`src/rtl/proc_pkg.sv`:
```
// Shared definitions for the process launcher: control-unit status codes,
// launcher FSM encoding and default counter width.
package proc_pkg;

  localparam int CNT_W_DEF = 32;
  localparam int HOLD_W    = 4;

  localparam logic [1:0] ST_IDLE  = 2'b00;
  localparam logic [1:0] ST_START = 2'b01;
  localparam logic [1:0] ST_RUN   = 2'b10;
  localparam logic [1:0] ST_FIN   = 2'b11;

  typedef enum logic [2:0] {
    S_IDLE  = 3'd0,
    S_START = 3'd1,
    S_RUN   = 3'd2,
    S_DONE  = 3'd3,
    S_TMO   = 3'd4
  } lstate_e;

  // Status code the control unit sees while the launcher sits in a state.
  function automatic logic [1:0] status_of(input lstate_e s);
    logic [1:0] code;
    case (s)
      S_IDLE:  code = ST_IDLE;
      S_START: code = ST_START;
      S_RUN:   code = ST_RUN;
      S_DONE:  code = ST_FIN;
      S_TMO:   code = ST_FIN;
      default: code = ST_IDLE;
    endcase
    return code;
  endfunction

endpackage

```
`src/rtl/sat_counter.sv`:
```
// Up-counter with synchronous clear and enable that sticks at all-ones.
module sat_counter #(
  parameter int W = 32
) (
  input  logic         clk,
  input  logic         rst_n,
  input  logic         clr_i,
  input  logic         en_i,
  output logic [W-1:0] cnt_o
);

  localparam logic [W-1:0] CNT_MAX = {W{1'b1}};

  logic [W-1:0] cnt_q;
  logic [W-1:0] cnt_d;

  // Next count: clear wins over enable, no wrap past all-ones.
  always_comb begin
    cnt_d = cnt_q;
    if (clr_i) begin
      cnt_d = {W{1'b0}};
    end else if (en_i && (cnt_q != CNT_MAX)) begin
      cnt_d = cnt_q + {{(W-1){1'b0}}, 1'b1};
    end else begin
      cnt_d = cnt_q;
    end
  end

  // Count register.
  always_ff @(posedge clk or negedge rst_n) begin
    if (!rst_n) begin
      cnt_q <= {W{1'b0}};
    end else begin
      cnt_q <= cnt_d;
    end
  end

  assign cnt_o = cnt_q;

endmodule

```
`src/rtl/proc_launcher.sv`:
```
// Host-side sequencer driving the control unit's status/end_process handshake.
// Optional watchdog enabled by defining PROC_LAUNCHER_WDOG_EN.
module proc_launcher
  import proc_pkg::*;
#(
  parameter int CNT_W          = CNT_W_DEF,
  parameter int HOLD_CYCLES    = 2,
  parameter int TIMEOUT_CYCLES = 1000000
) (
  input  logic             clk,
  input  logic             rst_n,
  input  logic             start_req,
  output logic             start_ack,
  output logic             start_err,
  input  logic             end_process,
  output logic [1:0]       status,
  output logic             busy,
  output logic             done,
  output logic             timeout,
  output logic [CNT_W-1:0] cycle_count
);

  if ((HOLD_CYCLES < 1) || (HOLD_CYCLES > 15) || (TIMEOUT_CYCLES < 1)) begin : g_param_chk
    $error("proc_launcher: HOLD_CYCLES must be 1..15 and TIMEOUT_CYCLES >= 1");
  end

  localparam logic [HOLD_W-1:0] HOLD_LAST = HOLD_W'(HOLD_CYCLES - 1);

  lstate_e          state_q, state_d;
  logic             end_prev_q;
  logic             start_ack_q, start_ack_d;
  logic             start_err_q, start_err_d;
  logic             busy_q, busy_d;
  logic             done_q, done_d;
  logic             timeout_q, timeout_d;
  logic [1:0]       status_q, status_d;

  logic [CNT_W-1:0]  cycle_cnt_s;
  logic [HOLD_W-1:0] hold_cnt_s;
  logic              cnt_clr_s, cnt_en_s;
  logic              hold_clr_s, hold_en_s;
  logic              rise_s;
  logic              wdog_hit_s;

  assign rise_s = end_process & ~end_prev_q;

`ifdef PROC_LAUNCHER_WDOG_EN
  // A limit above the counter's saturation value can never be reached.
  localparam bit              TMO_REACH = (64'(TIMEOUT_CYCLES) <= ((64'd1 << CNT_W) - 64'd1));
  localparam logic [CNT_W-1:0] TMO_LIM  = CNT_W'(TIMEOUT_CYCLES);
  assign wdog_hit_s = TMO_REACH && (cycle_cnt_s >= TMO_LIM);
`else
  assign wdog_hit_s = 1'b0;
`endif

  sat_counter #(.W(CNT_W)) u_cycle_cnt (
    .clk   (clk),
    .rst_n (rst_n),
    .clr_i (cnt_clr_s),
    .en_i  (cnt_en_s),
    .cnt_o (cycle_cnt_s)
  );

  sat_counter #(.W(HOLD_W)) u_hold_cnt (
    .clk   (clk),
    .rst_n (rst_n),
    .clr_i (hold_clr_s),
    .en_i  (hold_en_s),
    .cnt_o (hold_cnt_s)
  );

  // Next state, counter controls and next values of the registered outputs.
  always_comb begin
    state_d     = state_q;
    start_ack_d = 1'b0;
    start_err_d = 1'b0;
    timeout_d   = timeout_q;
    cnt_clr_s   = 1'b0;
    cnt_en_s    = 1'b0;
    hold_clr_s  = 1'b0;
    hold_en_s   = 1'b0;

    case (state_q)
      S_IDLE: begin
        // The ack guard keeps a still-high request from being acked twice.
        if (start_req && !start_ack_q) begin
          start_ack_d = 1'b1;
          if (end_process) begin
            start_err_d = 1'b1;
          end else begin
            state_d    = S_START;
            cnt_clr_s  = 1'b1;
            hold_clr_s = 1'b1;
            timeout_d  = 1'b0;
          end
        end else begin
          state_d = S_IDLE;
        end
      end
      S_START: begin
        if (rise_s) begin
          state_d = S_DONE;
        end else begin
          cnt_en_s  = 1'b1;
          hold_en_s = 1'b1;
          if (hold_cnt_s == HOLD_LAST) begin
            state_d = S_RUN;
          end else begin
            state_d = S_START;
          end
        end
      end
      S_RUN: begin
        // A completion in the same cycle as watchdog expiry counts as done.
        if (rise_s) begin
          state_d = S_DONE;
        end else if (wdog_hit_s) begin
          state_d   = S_TMO;
          timeout_d = 1'b1;
        end else begin
          cnt_en_s = 1'b1;
        end
      end
      S_DONE:  state_d = S_IDLE;
      S_TMO:   state_d = S_IDLE;
      default: state_d = S_IDLE;
    endcase

    status_d = status_of(state_d);
    busy_d   = (state_d != S_IDLE);
    done_d   = (state_d == S_DONE);
  end

  // State, edge-detect history and registered outputs.
  always_ff @(posedge clk or negedge rst_n) begin
    if (!rst_n) begin
      state_q     <= S_IDLE;
      end_prev_q  <= 1'b0;
      start_ack_q <= 1'b0;
      start_err_q <= 1'b0;
      busy_q      <= 1'b0;
      done_q      <= 1'b0;
      timeout_q   <= 1'b0;
      status_q    <= ST_IDLE;
    end else begin
      state_q     <= state_d;
      end_prev_q  <= end_process;
      start_ack_q <= start_ack_d;
      start_err_q <= start_err_d;
      busy_q      <= busy_d;
      done_q      <= done_d;
      timeout_q   <= timeout_d;
      status_q    <= status_d;
    end
  end

  assign start_ack   = start_ack_q;
  assign start_err   = start_err_q;
  assign busy        = busy_q;
  assign done        = done_q;
  assign timeout     = timeout_q;
  assign status      = status_q;
  assign cycle_count = cycle_cnt_s;

endmodule

```
`config.mk`:
```
export PLATFORM = sky130hd
export DESIGN_NAME = proc_launcher
export DESIGN_NICKNAME = d
export VERILOG_FILES = /design/src/rtl/proc_pkg.sv /design/src/rtl/sat_counter.sv /design/src/rtl/proc_launcher.sv
export SDC_FILE = /design/constraint.sdc
export NUM_CORES = 1
export LEC_CHECK = 0
export BUFFER_PORTS_ARGS = -buffer_cell sky130_fd_sc_hd__buf_2
export CAP_MARGIN = 20
export CORE_MARGIN = 5
export CORE_UTILIZATION = 60
export DETAILED_ROUTE_END_ITERATION = 8
export PLACE_DENSITY = 0.95
export SYNTH_ARGS = -nofsm -noshare
export SYNTH_HDL_FRONTEND = slang
export SYNTH_SLANG_ARGS = --single-unit
```
`constraint.sdc`:
```
create_clock -name clk -period 2.7 [get_ports clk]
set_input_delay 0.54 -clock clk [delete_from_list [all_inputs] [get_ports clk]]
set_output_delay 0.54 -clock clk [all_outputs]
set_load 0.01 [all_outputs]
```
# --- After elaboration in Yosys (flattened, before gate mapping) ---
# Index checks and enable logic that the tools add are counted.
totals:
  ff_bits: 46
  latchBits: 0
  ram_bits: 0
  romBits: 0
  input_bits: 4
  wordCells: 54
  n_memories: 0
op_classes:
  add_sub_neg: 2
  n_mul: 0
  div: 0
  magnitude_cmp: 0
  n_eq_ne: 9
  shift: 0
  mux: 22
  bitwise: 2
  reduce_logical: 10
op_table:
  columns: ["cell", "n"]
  rows:
  - ["32-bit two-way mux", 2]
  - ["32-bit by 1-bit adder with 32-bit output (second input constant)", 1]
  - ["32-bit != test (second input constant)", 1]
  - ["1-bit two-way mux", 11]
  - ["3-bit by 2-bit == test with 1-bit output (second input constant)", 3]
  - ["3-bit two-way mux", 3]
  - ["3-bit one-hot mux with 3 select lines", 1]
  - ["4-bit two-way mux", 2]
  - ["3-bit by 1-bit == test with 1-bit output (second input constant)", 2]
  - ["2-bit one-hot mux with 3 select lines", 1]
  - ["4-bit by 1-bit adder with 4-bit output (second input constant)", 1]
  - ["4-bit by 1-bit == test with 1-bit output (second input constant)", 1]
  - ["2-bit two-way mux", 2]
  - ["4-bit != test (second input constant)", 1]
  - ["2-bit nonzero test", 2]
  - ["2-bit OR reduction", 2]
  - ["3-bit == test (second input constant)", 1]
  - ["1-bit logical AND", 3]
  - ["3-bit logical NOT", 1]
  - ["3-bit nonzero test", 1]
  - ["1-bit AND", 1]
  - ["1-bit logical NOT", 1]
  - ["1-bit inverter", 1]

# --- Longest topological paths before layout ---
# Gate-level depths: netlist of the first run.
depth:
  ltp_word: 7
  mapped_depth: 7
  depth_no_buf: 5

# --- By module ---
# A second synthesis of the first run with hierarchy kept.
hier_totals:
  cells_unflattened: 251
  area_unflattened_um2: 2482.4
by_module_without_submodules:
  columns: ["mod", "instances", "cells_each", "area_each_um2", "seq_area_each_um2"]
  rows:
  - ["sat_counter (u_cycle_cnt)", 1, 198, 1854.3, 800.8]
  - ["proc_launcher", 1, 33, 399.1, 250.2]
  - ["sat_counter (u_hold_cnt)", 1, 20, 229.0, 100.1]

# --- Worst setup path before layout of the first run ---
# No wires, ideal clock.
synth_path:
  path_kind: "in2reg"
  startpoint: "in start_req"
  endpoint: "reg u_cycle_cnt.cnt_q[10] (netlist: u_cycle_cnt.cnt_o[10])"
  arrival_time_ns: 1.706
  required_ns: 2.573
  path_slack_ns: 0.866
  cell_stages: 4
  path_buffers: 0
  path_cell_list: "or4b_1 -> nor3_2 -> nor2b_1 -> mux2_1"
synth_between:
  elab_chain_cells: 4
  word_cells_on_any_way: 5
  classes_between: "mux: 3; reduce/logical: 2"
synth_rtl:
  columns: ["element", "line", "rtl"]
  rows:
  - ["start: declaration", "proc_launcher.sv:12", "input logic start_req,"]
  - ["1-bit logical AND *", "proc_launcher.sv:86", "if (start_req && !start_ack_q) begin"]
  - ["1-bit two-way mux *", "proc_launcher.sv:86", null]
  - ["1-bit two-way mux *", "proc_launcher.sv:83", "case (state_q)"]
  - ["32-bit two-way mux / 2-bit nonzero test (equally long branches)", null, null]
  - ["end signal: assignment", "sat_counter.sv:32", "cnt_q <= {W{1'b0}};"]
  - ["end signal: assignment", "sat_counter.sv:34", "cnt_q <= cnt_d;"]
  - ["end: declaration", "sat_counter.sv:14", "logic [W-1:0] cnt_q;"]
# Every way passes the cells marked *; elsewhere a longest branch is shown, timed or not.
# A chain may end at the register's enable or synchronous reset.

# --- Final worst setup path of the first run ---
layout_path:
  startpoint: "reg state_q[1]"
  endpoint: "reg u_cycle_cnt.cnt_q[22] (netlist: u_cycle_cnt.cnt_o[22])"
layout_between:
  elab_chain_cells: 5
  word_cells_on_any_way: 9
  classes_between: "eq/ne: 2; mux: 3; reduce/logical: 4"
layout_rtl:
  columns: ["element", "line", "rtl"]
  rows:
  - ["start: declaration", "proc_launcher.sv:29", "lstate_e state_q, state_d;"]
  - ["start signal: assignment", "proc_launcher.sv:146", "state_q <= state_d;"]
  - ["3-bit by 2-bit == test with 1-bit output / 3-bit by 1-bit == test with 1-bit output (equally long branches)", "proc_launcher.sv:83", null]
  - ["2-bit OR reduction (no source line)", null, null]
  - ["1-bit two-way mux", null, null]
  - ["1-bit logical AND", "sat_counter.sv:22", "end else if (en_i && (cnt_q != CNT_MAX)) begin"]
  - ["2-bit nonzero test (no source line)", null, null]
# Parallel ways exist; a longest one is shown, timed or not.

==> results.sh, run 1 <==
export IMPL_syn_avg_cell_area_sq_um=9.999
export IMPL_grt_usage=0.2435
export IMPL_grt_pass1_wl_microns=10270
export IMPL_antenna_cells=0
export IMPL_die_y_microns=74.16
export IMPL_dp_slack_ps=582.9
export IMPL_muxShareOfSynthArea=0.02533
export IMPL_start_kind="register"
export IMPL_r2r_setup_slack_ps=620
export IMPL_hold_viol_final=0
export IMPL_r2r_end="u_cycle_cnt.cnt_o[22]"
export IMPL_postLayoutSetupSlackWorst_ps=616.1
export IMPL_period_share=0.7718
export IMPL_max_freq_ghz=0.4799
export IMPL_cp_required_ps=2880
export IMPL_clock_path_buffers=2
export IMPL_postSynth_asyncResetShare=1.000
export IMPL_grt_max_degree=25
export IMPL_drive_gt1_frac=0.2457
export IMPL_routed_via_count=2190
export IMPL_endpoint="u_cycle_cnt.cnt_o[22]"
export IMPL_path_class="reg2reg"
export IMPL_p_switching_uw=463.1
export IMPL_clk_pin_slew_ps=90
export IMPL_std_cell_rows=23
export IMPL_fin_worst_skew_ps=10.90
export IMPL_seqPwrFrac=0.504
export IMPL_tns_ps=0
export IMPL_cp_arrival_ps=2260
export IMPL_hp_class="in2async"
export IMPL_finalInstanceArea_sq_um=2840
export IMPL_p_leak_uw=0.001352
export IMPL_cts_resized=0
export IMPL_power_density_nw_per_um2=568.7
export IMPL_design_die_area_sq_um=5500
export IMPL_internal_power_uw=1152
export IMPL_status="finished, final reports clean"
export IMPL_core_sq_um=4000
export IMPL_combPwrFrac=0.170
export IMPL_ys_seq_elements=46
export IMPL_num_fill_cells=275
export IMPL_grt_setup_unrepaired="false"
export IMPL_routed_wl_microns=5853
export IMPL_cap_violations=0
export IMPL_post_cts_buffers=0
export IMPL_finalMaxSlewViolations=0
export IMPL_synth_compound_area_frac=0.1646
export IMPL_fp_dieW_microns=74.16
export IMPL_antenna_found_initial=0
export IMPL_crit_path_end_kind="register"
export IMPL_synth_fa_ha_area_frac=0.01520
export IMPL_hold_ws_ps=182.2
export IMPL_synth_edf_count=0
export IMPL_cts_tree="built"
export IMPL_period_needed_ps=2084
export IMPL_vias_per_cell=6.385
export IMPL_drtIter0Drc=248
export IMPL_synth_top_family_by_area="simple AND/OR/NAND/NOR gates"
export IMPL_setup_violations=0
export IMPL_start_util=0.6175
export IMPL_area_delta_synth_final_pct=14.99
export IMPL_placed_cell_area_sq_um=2728
export IMPL_portBuffers=41
export IMPL_cts_hold_buf=0
export IMPL_max_slew_margin=0.6370
export IMPL_num_nets_final=300
export IMPL_peakVddDrop_v=0.0004355
export IMPL_clkPwrFrac=0.326
export IMPL_synthesis_area_sq_um=2470
export IMPL_root_buffer="clkbuf_8"
export IMPL_num_io_pins=43
export IMPL_cts_num_sinks=46
export IMPL_firstDrtPassIters=4
export IMPL_synth_main_ff_cell="dfrtp_1"
export IMPL_wire_per_inst_microns=17.06
export IMPL_place_gp_congestion=0.8756
export IMPL_yosys_warnings=0
export IMPL_crit_fanout=15
export IMPL_cts_htree_levels=2
export IMPL_synth_xor_area_frac=0.01773
export IMPL_r2r_start="state_q[1]"
export IMPL_grt_overflow=0
export IMPL_insertion_delay_ps=310
export IMPL_drc=0
export IMPL_grt_pass1_vias=2160
export IMPL_synth_simple_area_share=0.2766
export IMPL_crit_start="state_q[1]"
export IMPL_synth_cell_types=51
export IMPL_postRouteAntennaNets=0
export IMPL_netlist_instances=247
export IMPL_cts_made_buffers=5
export IMPL_tightest_slew_ps=543.2
export IMPL_dp_hpwl_microns=4295
export IMPL_power_switching_share=0.2867
export IMPL_yosysSeqAreaShare=0.4661
export IMPL_rr_worst_depth=5
-- registers in the layout (all words and copies together), names as in the netlist --
signal,count
u_cycle_cnt.cnt_o,32
done,1
start_ack,1
start_err,1
u_hold_cnt.cnt_o,4
end_prev_q,1
state_q,3
busy,1
status,2
-- routing by layer --
layer	global-route usage	share of wire
met2	0.3740	0.50
met4	0.1107	0.014
met3	0.06216	0.080
met5	0	0
met1	0.3257	0.41
-- critical path: stages (launching register included) --
cell	delay (ps)
dfrtp_1	440
or4b_1	600
nor2_1	170
nand2_1	360
o311ai_0	250
o41ai_1	140
-- Yosys cell counts (3+ instances only) --
master,number,share of area
o21ai_0,11,0.022
nand4_2,3,0.015
nor2_1,16,0.024
inv_1,6,0.0091
nand3_1,12,0.024
a21oi_2,4,0.014
mux2i_1,4,0.016
o21ai_1,4,0.0081
or3_1,13,0.033
o31ai_1,7,0.021
dfrtp_1,46,0.47
buf_4,4,0.012
or4_1,4,0.012
nor3_1,6,0.012
nand2_1,19,0.029
nor2b_1,3,0.0076
a21oi_1,16,0.032
o211ai_1,6,0.018
and4_1,3,0.011
nand4_1,11,0.028
and3_1,8,0.020
ha_1,3,0.015
xor2_1,3,0.011
-- cells by family after synthesis --
| group | count (synthesis) |
|---|---|
| adders and majority gates | 3 |
| DFF | 46 |
| AOI/OAI and AO/OA | 59 |
| other | 1 |
| xor gates and xnor gates | 5 |
| muxes | 6 |
| and+or+nand+nor | 112 |
| buffers and inverters | 15 |
-- per-stage QoR --
step,std cells,utilization,total power [uW]
global placement,336,0.6819,1081
detailed placement,336,0.6819,1101
finish,343,0.7100,1615
CTS,343,0.7100,1621
global route,343,0.7100,1714
floorplan,248,-,997.0
-- placed cells by master, fill, tap and decap left out, types with 3 or more instances in the layout --
cell,synthesis,routed
buf_2,2,41
ha_1,3,3
o211ai_1,6,6
a21oi_2,4,4
dfrtp_1,46,46
nor2b_1,3,3
nand3_1,12,12
inv_1,6,6
buf_4,4,6
and3_1,8,8
nor2_1,16,16
clkbuf_8,0,6
nand4_2,3,3
a21oi_1,16,16
and4_1,3,3
nand2_1,19,19
mux2i_1,4,4
nand4_1,11,11
or4_1,4,4
o21ai_1,4,4
o21ai_0,11,11
nor3_1,6,6
xor2_1,3,3
o31ai_1,7,7
or3_1,13,13
-- power by group through the flow --
stage,combinational [uW],clock [uW],sequential (uW)
after floorplan,169,0,828
after global placement,262,0,819
after detailed placement,275,0,827
after CTS,278,530,812
after global routing,317,572,825
final,275,526,815
-- cell type report --
type / count / area [sq um] / area share
Clock buffer: 6 / 82.58 / 0.02907
Clock inverter: 1 / 30.03 / 0.01057
Inverter: 6 / 22.52 / 0.007930
Multi-Input combinational cell: 187 / 1241 / 0.4370
Sequential cell: 46 / 1151 / 0.4053
Tap cell: 50 / 62.56 / 0.02203
Timing Repair Buffer: 47 / 250.2 / 0.08811
-- worst min-delay path by stage --
stage,depth (start not counted),slack [ps],end
final,1,180,u_cycle_cnt.cnt_o[27]
after global routing,1,230,u_cycle_cnt.cnt_o[23]
after CTS,1,210,u_cycle_cnt.cnt_o[27]
after detailed placement,1,510,u_cycle_cnt.cnt_o[22]
after global placement,1,490,u_cycle_cnt.cnt_o[22]
after floorplan,0,240,busy
No activity file was read; power rests on OpenSTA's default activity.
==> run 2: changes to the inputs <==
CORE_UTILIZATION = 56   (was 60)
PLACE_DENSITY = 0.91   (was 0.95)
clock period = 2.1 ns   (was 2.7 ns; I/O delays follow)
==> results.sh, run 2 (synthesis gave the netlist of run 1 again) <==
export IMPL_grt_usage=0.2152
export IMPL_layout_common_cells="dfrtp_1 (46), buf_2 (41), nand2_1 (18)"
export IMPL_dp_slack_ps=148.7
export IMPL_num_fill_cells=336
export IMPL_grt_overflow=0
export IMPL_seq_area_sq_um=1151
export IMPL_postRouteAntennaNets=0
export IMPL_grt_pass1_wl_microns=10400
export IMPL_cts_made_buffers=5
export IMPL_start_kind="register"
export IMPL_period_share=0.9520
export IMPL_antenna_cells=0
export IMPL_root_buffer="clkbuf_8"
export IMPL_insertion_delay_ps=300
export IMPL_path_buf_inv=0
export IMPL_cts_htree_levels=2
export IMPL_grt_max_degree=25
export IMPL_p_leak_uw=0.001427
export IMPL_routed_via_count=2234
export IMPL_tns_ps=0
export IMPL_max_slew_margin=0.6435
export IMPL_largest_reg_flops=32
export IMPL_max_freq_ghz=0.5002
export IMPL_cts_tree="built"
export IMPL_area_delta_synth_final_pct=20.01
export IMPL_worst_path_max_delay_cell="dfrtp_1"
export IMPL_hold_ws_ps=83.66
export IMPL_finalMaxSlewViolations=0
export IMPL_postLayoutSetupSlackWorst_ps=100.8
export IMPL_grt_setup_unrepaired="false"
export IMPL_dp_hpwl_microns=4323
export IMPL_peakVddDrop_v=0.0004682
export IMPL_fp_dieW_microns=76.41
export IMPL_multi_input_area_sq_um=1255
export IMPL_routed_wl_microns=5951
export IMPL_antenna_found_initial=0
export IMPL_die_y_microns=76.41
export IMPL_clk_pin_slew_ps=90
export IMPL_cts_hold_buf=0
export IMPL_crit_fanout=7
export IMPL_core_sq_um=4324
export IMPL_hold_viol_final=0
export IMPL_tightest_slew_ps=534.8
export IMPL_cap_violations=0
export IMPL_layout_commonest_cell="dfrtp_1"
export IMPL_drc=0
export IMPL_fin_worst_skew_ps=5.042
export IMPL_place_inst=345
export IMPL_design_die_area_sq_um=5838
export IMPL_finalPower_uw=2232
export IMPL_setup_violations=0
export IMPL_hp_class="in2async"
export IMPL_path_class="reg2reg"
export IMPL_status="finished, final reports clean"
export IMPL_drive_gt1_frac=0.2724
export IMPL_vias_per_cell=6.329
export IMPL_path_cells="and4_1, and4_1, nand4_2, or4_1, a21oi_1"
export IMPL_crit_top_cell="and4_1"
export IMPL_rr_worst_depth=5
export IMPL_cp_arrival_ps=2230
export IMPL_num_nets_final=307
export IMPL_path_depth=5
export IMPL_std_cell_rows=24
export IMPL_final_cells=353
export IMPL_grt_pass1_vias=2169
export IMPL_clock_path_buffers=2
export IMPL_slowest_delay_ps=450
export IMPL_wire_per_inst_microns=16.86
export IMPL_period_needed_ps=1999
export IMPL_num_io_pins=43
export IMPL_start_util=0.5712
export IMPL_power_density_nw_per_um2=753.0
export IMPL_place_gp_congestion=0.9222
export IMPL_portBuffers=41
export IMPL_critical_path_top_delay_family="simple AND/OR/NAND/NOR gates"
export IMPL_cp_required_ps=2330
export IMPL_firstDrtPassIters=4
export IMPL_drtIter0Drc=207
export IMPL_crit_path_end_kind="register"
export IMPL_cts_num_sinks=46
-- run 2: changes by cell type in the layout (fill, tap and decap cells not counted), sizes merged --
| cell | change |
|---|---|
| buf | +7 |
| bufinv | +1 |
-- run 2: cell type report --
| class | count | area share |
|---|---|---|
| flip-flops and latches | 46 | 0.3883 |
| multi-input cells | 187 | 0.4234 |
| repair buffers | 54 | 0.1106 |
| clock buffers | 6 | 0.02786 |
| inverters | 6 | 0.007598 |
| clock inverters | 2 | 0.02026 |
| well taps | 52 | 0.02195 |
-- run 2: what timing repair did --
item	CTS	global route
resized for setup	0	4
setup buffers	0	0
endpoints found under the hold margin	0	0
setup endpoints to repair	0	8
-- run 2: through the flow --
step                utilization  instance area, sq um
floorplan                     -                  2474
global placement         0.6493                  2808
detailed placement       0.6493                  2808
CTS                      0.6823                  2950
global route             0.6855                  2964
finish                   0.6855                  2964
-- run 2: layer usage --
layer  up-vias  global-route usage  part of all wire
met4         0             0.08217             0.017
met5         -                   0                 0
met2        80              0.3579              0.52
li1       1043                   -                 -
met1      1101              0.2716              0.41
met3        10             0.04846             0.058
-- run 2: worst paths after layout --
| kind | from | endpoint | slack (ps) |
|---|---|---|---|
| max in group asynchronous | rst_n | u_cycle_cnt.cnt_o[9] | 1510 |
| max reg2reg | u_cycle_cnt.cnt_o[19] | u_cycle_cnt.cnt_o[28] | 100 |
| min reg2reg | u_cycle_cnt.cnt_o[6] | u_cycle_cnt.cnt_o[6] | 560 |
| max | u_cycle_cnt.cnt_o[19] | u_cycle_cnt.cnt_o[28] | 100 |
| min | rst_n | start_ack | 80 |
| min in group clk | end_process | end_prev_q | 290 |
-- run 2: power by group --
part / leakage [uW] / total, uW / internal [uW] / switching, uW
Combinational: 0.000725 / 391 / 161 / 230
Sequential: 0.000630 / 1030 / 959 / 71.0
Clock: 0.0000714 / 810 / 507 / 303
-- run 2: worst register-to-register path: stages (launching register included) --
cell and delay, ps:
dfrtp_1 450, and4_1 320, and4_1 360, nand4_2 210
or4_1 440, a21oi_1 150
